## src/rtl/key_strobe_pkg.sv

```systemverilog
// Shared defaults and counter sizing for the key strobe generator.
package key_strobe_pkg;

    localparam int DIV_DEFAULT       = 4;
    localparam int DB_CYCLES_DEFAULT = 16;

    // Bits needed to count 0..n-1; never narrower than one bit.
    function automatic int cnt_width(input int n);
        return (n <= 2) ? 1 : $clog2(n);
    endfunction

endpackage

```

## src/rtl/key_debounce.sv

```systemverilog
// Two-flop synchronizer plus a persistence debouncer for a raw key input.
module key_debounce
    import key_strobe_pkg::*;
#(
    parameter int DB_CYCLES = DB_CYCLES_DEFAULT
) (
    input  logic clock,
    input  logic reset,
    input  logic key,
    output logic key_level,
    output logic rise
);

    localparam int              CW       = cnt_width(DB_CYCLES);
    localparam logic [CW-1:0]   CNT_LAST = CW'(DB_CYCLES - 1);

    logic          key_meta;
    logic          key_sync;
    logic [CW-1:0] db_cnt;
    logic          accept;

    // A new level is accepted on the edge where the counter has already seen
    // DB_CYCLES-1 differing clocks and the input still differs.
    assign accept = (key_sync != key_level) && (db_cnt == CNT_LAST);
    assign rise   = accept && key_sync;

    always_ff @(posedge clock or posedge reset) begin
        if (reset) begin
            key_meta  <= 1'b0;
            key_sync  <= 1'b0;
            key_level <= 1'b0;
            db_cnt    <= '0;
        end else begin
            key_meta <= key;
            key_sync <= key_meta;
            if (key_sync == key_level) begin
                db_cnt <= '0;
            end else if (accept) begin
                key_level <= key_sync;
                db_cnt    <= '0;
            end else begin
                db_cnt <= db_cnt + CW'(1);
            end
        end
    end

endmodule

```

## src/rtl/key_strobe_gen.sv

```systemverilog
// Debounced key press events held until consumed by a free-running strobe.
module key_strobe_gen
    import key_strobe_pkg::*;
#(
    parameter int DIV       = DIV_DEFAULT,
    parameter int DB_CYCLES = DB_CYCLES_DEFAULT
) (
    input  logic clock,
    input  logic reset,
    input  logic key,
    output logic enable,
    output logic a,
    output logic key_level,
    output logic overrun
);

    localparam int            SW       = cnt_width(DIV);
    localparam logic [SW-1:0] STB_LAST = SW'(DIV - 1);

    logic [SW-1:0] stb_cnt;
    logic          rise_now;

    key_debounce #(
        .DB_CYCLES (DB_CYCLES)
    ) u_debounce (
        .clock     (clock),
        .reset     (reset),
        .key       (key),
        .key_level (key_level),
        .rise      (rise_now)
    );

    always_ff @(posedge clock or posedge reset) begin
        if (reset) begin
            stb_cnt <= '0;
            enable  <= 1'b0;
            a       <= 1'b0;
            overrun <= 1'b0;
        end else begin
            stb_cnt <= (stb_cnt == STB_LAST) ? '0 : stb_cnt + SW'(1);
            enable  <= (stb_cnt == STB_LAST);
            // A fresh press beats a simultaneous consume.
            if (rise_now) begin
                a <= 1'b1;
            end else if (enable) begin
                a <= 1'b0;
            end
            overrun <= rise_now && a && !enable;
        end
    end

endmodule

```

## config.mk

```make
export PLATFORM = sky130hd
export DESIGN_NAME = key_strobe_gen
export DESIGN_NICKNAME = d
export VERILOG_FILES = /design/src/rtl/key_strobe_pkg.sv /design/src/rtl/key_debounce.sv /design/src/rtl/key_strobe_gen.sv
export SDC_FILE = /design/constraint.sdc
export NUM_CORES = 1
export LEC_CHECK = 0
export CAP_MARGIN = 20
export CORE_AREA = 2 2 39 41
export DETAILED_ROUTE_END_ITERATION = 16
export DIE_AREA = 0 0 41 43
export MAX_ROUTING_LAYER = met4
export SLEW_MARGIN = 5
export SYNTH_ARGS = -nofsm -noshare
export SYNTH_HDL_FRONTEND = slang
export SYNTH_SLANG_ARGS = --single-unit
```

## constraint.sdc

```tcl
create_clock -name clock -period 1.35 [get_ports clock]
set_input_delay 0.27 -clock clock [delete_from_list [all_inputs] [get_ports clock]]
set_output_delay 0.27 -clock clock [all_outputs]
set_load 0.1 [all_outputs]
```

# Yosys cells after proc, flatten, opt, wreduce, memory -nomap -nowiden
# Cells that the tools add are included.
# classes
muxes	5
n_eq_ne	4
reduce_logical	7
add_sub_neg	2
bitwise	1
# op_table
operator	count
two-way mux 4 bit	2
adder 4 x 1 -> 4 bit, second input constant	1
== test 4 bit, second input constant	1
logical AND 1 bit	4
adder 2 x 1 -> 2 bit, second input constant	1
== test 2 bit, second input constant	1
two-way mux 1 bit	2
two-way mux 2 bit	1
AND reduction 2 bit	1
nonzero test 2 bit	1
== test 1 bit	1
zero test 1 bit	1
inequality test 1 bit	1
inverter 1 bit	1
# totals
wordCells	27
register_bits	12
input_bits	3
out_inout_bits	4

# Logic depth before layout (Yosys ltp)
# logic_depth
ltp_word	5
depth_mapped	3
depth_no_buf	3

# Cells and area by module
# A second synthesis with hierarchy kept.
# unflattened
hier_cells	33
hier_area_um2	452.9
# by_module_without_submodules
module	instances	seq_area_each_um2	area_per_inst_um2	cells_each
key_debounce	1	175.2	290.3	22
key_strobe_gen	1	125.1	162.7	11

# Least setup slack after synthesis
# OpenSTA, ideal clock, no wires.
# synth_timing
path_type	reg-to-reg
start	register u_debounce.key_level
end	register u_debounce.db_cnt[0]
n_path_buf	0
slack_ns	-0.192
synth_period_minus_slack_ns	1.542
path_stages_with_launch	3
arrival_ns	1.442
required_ns	1.250
setup_time_ns	0.100
path_cell_list	dfrtp_1 xnor2_1 a311oi_1
# synth_via
elab_chain_len	4
elab_cells_between_ends	5
cone_classes	eq/ne: 2; mux: 2; reduce/logical: 1
# synth_rtl
item	line_no	rtl
start: declaration	key_debounce.sv:10	output logic key_level,
start signal: assignment	key_debounce.sv:39	key_level <= key_sync;
inequality test 1 bit	key_debounce.sv:24	assign accept = (key_sync != key_level) && (db_cnt == CNT_LAST);
logical AND 1 bit	key_debounce.sv:24	
two-way mux 4 bit	key_debounce.sv:38	end else if (accept) begin
two-way mux 4 bit *	key_debounce.sv:36	if (key_sync == key_level) begin
end signal: assignment	key_debounce.sv:42	db_cnt <= db_cnt + CW'(1);
end: declaration	key_debounce.sv:19	logic [CW-1:0] db_cnt;
# Every way passes the cells marked *; elsewhere a longest branch is shown, timed or not.
# A chain may end at the register's enable or synchronous reset.

# Worst setup path in the final report
# layout_timing
start	register u_debounce.db_cnt[0]
end	register u_debounce.db_cnt[3]
# layout_via
elab_chain_len	4
elab_cells_between_ends	5
cone_classes	add/sub: 1; eq/ne: 1; mux: 2; reduce/logical: 1
# layout_rtl
item	line_no
parallel branches: the longest is 2 deep, another holds adder 4 x 1 -> 4 bit	-
two-way mux 4 bit *	key_debounce.sv:38
two-way mux 4 bit *	key_debounce.sv:36
# Every way passes the cells marked *.

==> results by group <==
Clock tree
  • Hold Buf Count CTS: 0
  • CTS Root Cell: clkbuf_4
  • Worst-path clk slew: 0.07 ns
  • CTS Buffer Depth: 2
  • Worst skew pair latency: 0.27 ns
  • # resized after CTS: 0
  • # H-tree levels: 1
  • Setup Fix Bufs, Post-CTS: 0
  • TritonCTS clock tree: yes
  • Sinks on Clock Net: 12
  • Num CTS Buffers: 3

Drt
  • Drc violations: 0
  • Initial DRC Count: 5
  • Met3 wire length: 33 um
  • Pre-Repair DR Iteration Count: 3
  • Post-Route WL: 654 um
  • WL met1: 265 um
  • Post-DRT Antenna Nets: 0
  • Avg Vias per Cell: 4.82
  • Metal2 WL: 342 um
  • DR WL/cell: 11.7 um
  • Max Used Layer: met4
  • Routed vias: 270

STA
  • Setup tns final: 0 ns
  • Post-route minimum period: 1.24 ns
  • Max_slew headroom: 71.2%
  • Max Slew Vio Count: 0
  • Clk_skew: 0.00423 ns
  • RSZ-0062 raised after global routing: no
  • Hold Vio Cnt, Final: 0
  • Final setup fails: 0
  • Fmax: 810 MHz
  • Worst-Margin Slew: 0.431 ns
  • Final period utilization: 91.5%

Power and ir drop
  • VDD IR max: 0.000536 V
  • Static Leak: 0.278 nW
  • Power per cell area: 1160 mW/mm^2
  • Gate power share: 4.8%
  • Seq pwr share: 54.8%
  • P_int: 550 uW
  • Switching Share: 20.6%
  • Clock Power Share: 40.4%
  • Switching power: 143 uW

Synthesis
  • Mapped Area: 440 sq um
  • Leading area contributor after synthesis: dfrtp_1
  • Avg Cell Area, Syn: 14.7 sq um
  • Synthesized net count: 35
  • Netlist cell types: 15
  • Seq/Total Area, Yosys: 68.2%
  • Synth warn: 0
  • Post-synthesis cell count: 30
  • Synth top area cells: dfrtp_1 68%, ha_1 5.7%, a311oi_1 4.0%
  • Post-synth top area share: 68.2%
  • Flops & latches, synth: 12

Worst hold path
  • Type of the most critical hold path: in2async

GRT
  • Vias in the first global route: 272
  • Grt ovf: 0
  • Largest net degree at the start of global routing: 13
  • Total track usage: 10.8%
  • Antenna violations before repair: 0
  • First-pass GRT wire length: 1.13 mm

Worst setup path
  • Crit path kind: reg2reg
  • Reg2reg setup slack: 0.11 ns
  • Worst endpoint required time: 1.53 ns
  • Cell Chain, Critical Path: ha_1 -> a21o_1 -> a311oi_1
  • Critical path arrival: 1.41 ns
  • Crit. End Element: register
  • CP max FO: 4
  • Crit path largest cell delay: 0.42 ns
  • Worst setup SP type: register
  • Worst-path cell with the longest stage delay: dfrtp_1

Cells and area
  • Nets: 46
  • Area growth syn-to-layout: 35.8%
  • Share of cells above drive strength 1: 27.5%
  • Diodes inserted: 0
  • Final Instance Area: 598 sq um

Placed design
  • Port Buffers: 6
  • HPWL Detailed: 520 um
  • Placed standard-cell area: 562 sq um
  • Gpl congestion: 0.672

Floorplan
  • Rows: 14
  • Width of the die: 41 um
  • Die height: 43 um
  • Die area: 0.00176 sq mm
  • Core outline area: 0.00138 sq mm
  • I/O pins: 7
  • Initial Utilization: 31.8%

Job
  • Maxcap violations: 0

Run status
  • Outcome: finished clean
## path summary, 6_finish.rpt
check,start,to,depth (start not counted)
min in group clock,u_debounce.key_meta$_DFF_PP0_,u_debounce.key_sync$_DFF_PP0_,0
setup / recovery,u_debounce.db_cnt[0]$_DFF_PP0_,u_debounce.db_cnt[3]$_DFF_PP0_,3
hold reg to reg,u_debounce.key_meta$_DFF_PP0_,u_debounce.key_sync$_DFF_PP0_,0
setup reg to reg,u_debounce.db_cnt[0]$_DFF_PP0_,u_debounce.db_cnt[3]$_DFF_PP0_,3
hold / removal,reset,u_debounce.db_cnt[1]$_DFF_PP0_,2
max in group asynchronous,reset,u_debounce.key_level$_DFFE_PP0P_,2
## registers in the layout, indices dropped and copies added, names as in the netlist
| signal | cells |
|---|---|
| u_debounce.key_meta | 1 |
| u_debounce.db_cnt | 4 |
| enable | 1 |
| u_debounce.key_sync | 1 |
| u_debounce.key_level | 1 |
| a | 1 |
| overrun | 1 |
| stb_cnt | 2 |
## Yosys cell counts
library cell and count:
o21ai_0 1, dfrtp_1 12, ha_1 2, inv_1 1, nand3_2 1, or2b_1 1
mux2_4 1, nor2_1 2, a311oi_1 2, nor2b_1 1, nand2b_1 1, xnor2_1 2
nor3_1 1, a31oi_1 1, a21o_1 1
## cells in the final DEF (no fill, tap or decap)
| master | synthesis | routed |
|---|---|---|
| dfrtp_1 | 12 | 11 |
| buf_12 | 0 | 4 |
| clkbuf_4 | 0 | 3 |
| xnor2_1 | 2 | 2 |
| nor2_1 | 2 | 2 |
| a311oi_1 | 2 | 2 |
| ha_1 | 2 | 2 |
| clkdlybuf4s50_1 | 0 | 2 |
| nand3_2 | 1 | 1 |
| mux2_4 | 1 | 1 |
| or2b_1 | 1 | 1 |
| nand2b_1 | 1 | 1 |
| o21ai_0 | 1 | 1 |
| nor2b_1 | 1 | 1 |
| a21o_1 | 1 | 1 |
| a31oi_1 | 1 | 1 |
| nor3_1 | 1 | 1 |
| inv_1 | 1 | 1 |
| clkbuf_8 | 0 | 1 |
| dfrtp_2 | 0 | 1 |
## metal layers
layer	vias to the layer above	GRT usage (%)
met5	-	-
met4	0	10.0
met3	2	4.71
met2	7	14.4
met1	137	11.3
li1	124	-
## power groups by stage
stage | Sequential, mW | Clock (mW) | Combinational (mW)
floorplan | 0.384 | 0 | 0.0228
global placement | 0.385 | 0 | 0.0314
detailed placement | 0.387 | 0 | 0.0341
CTS | 0.380 | 0.290 | 0.0343
global route | 0.381 | 0.312 | 0.0387
finish | 0.380 | 0.280 | 0.0329
## stage by stage
| stage | total power, mW | setup WS [ns] | std cells | hold WS (ns) | utilization [%] |
|---|---|---|---|---|---|
| CTS | 0.704 | 0.110 | 56 | 0.298 | 43.2 |
| floorplan | 0.407 | 0.0298 | 30 | 0.135 | - |
| detailed placement | 0.421 | 0.122 | 52 | 0.353 | 40.6 |
| finish | 0.693 | 0.115 | 56 | 0.285 | 43.2 |
| global route | 0.732 | 0.00374 | 56 | 0.343 | 43.2 |
| global placement | 0.416 | 0.171 | 52 | 0.337 | 40.6 |
## final cells by class
| class | instances | area (sq um) |
|---|---|---|
| inverters | 1 | 3.75 |
| repair buffers | 6 | 100 |
| fillers | 122 | 786 |
| well taps | 16 | 20.0 |
| multi-input cells | 17 | 136 |
| clock buffers | 4 | 36.3 |
| flip-flops and latches | 12 | 302 |
## cells by family after synthesis
kind of cell,Yosys count,share of synthesized area [%]
flops,12,68.2
simple gates,7,9.66
compound gates,5,8.24
xor+xnor,2,3.98
fa+ha+maj,2,5.68
buf+inv,1,0.851
mux,1,3.41
## critical path: cells and delay by family, from the launching register on
family	cells	cell delay, ns
compound gates	2	0.45
flops	1	0.42
fa+ha+maj	1	0.27
No activity file was read; power rests on OpenSTA's default activity.
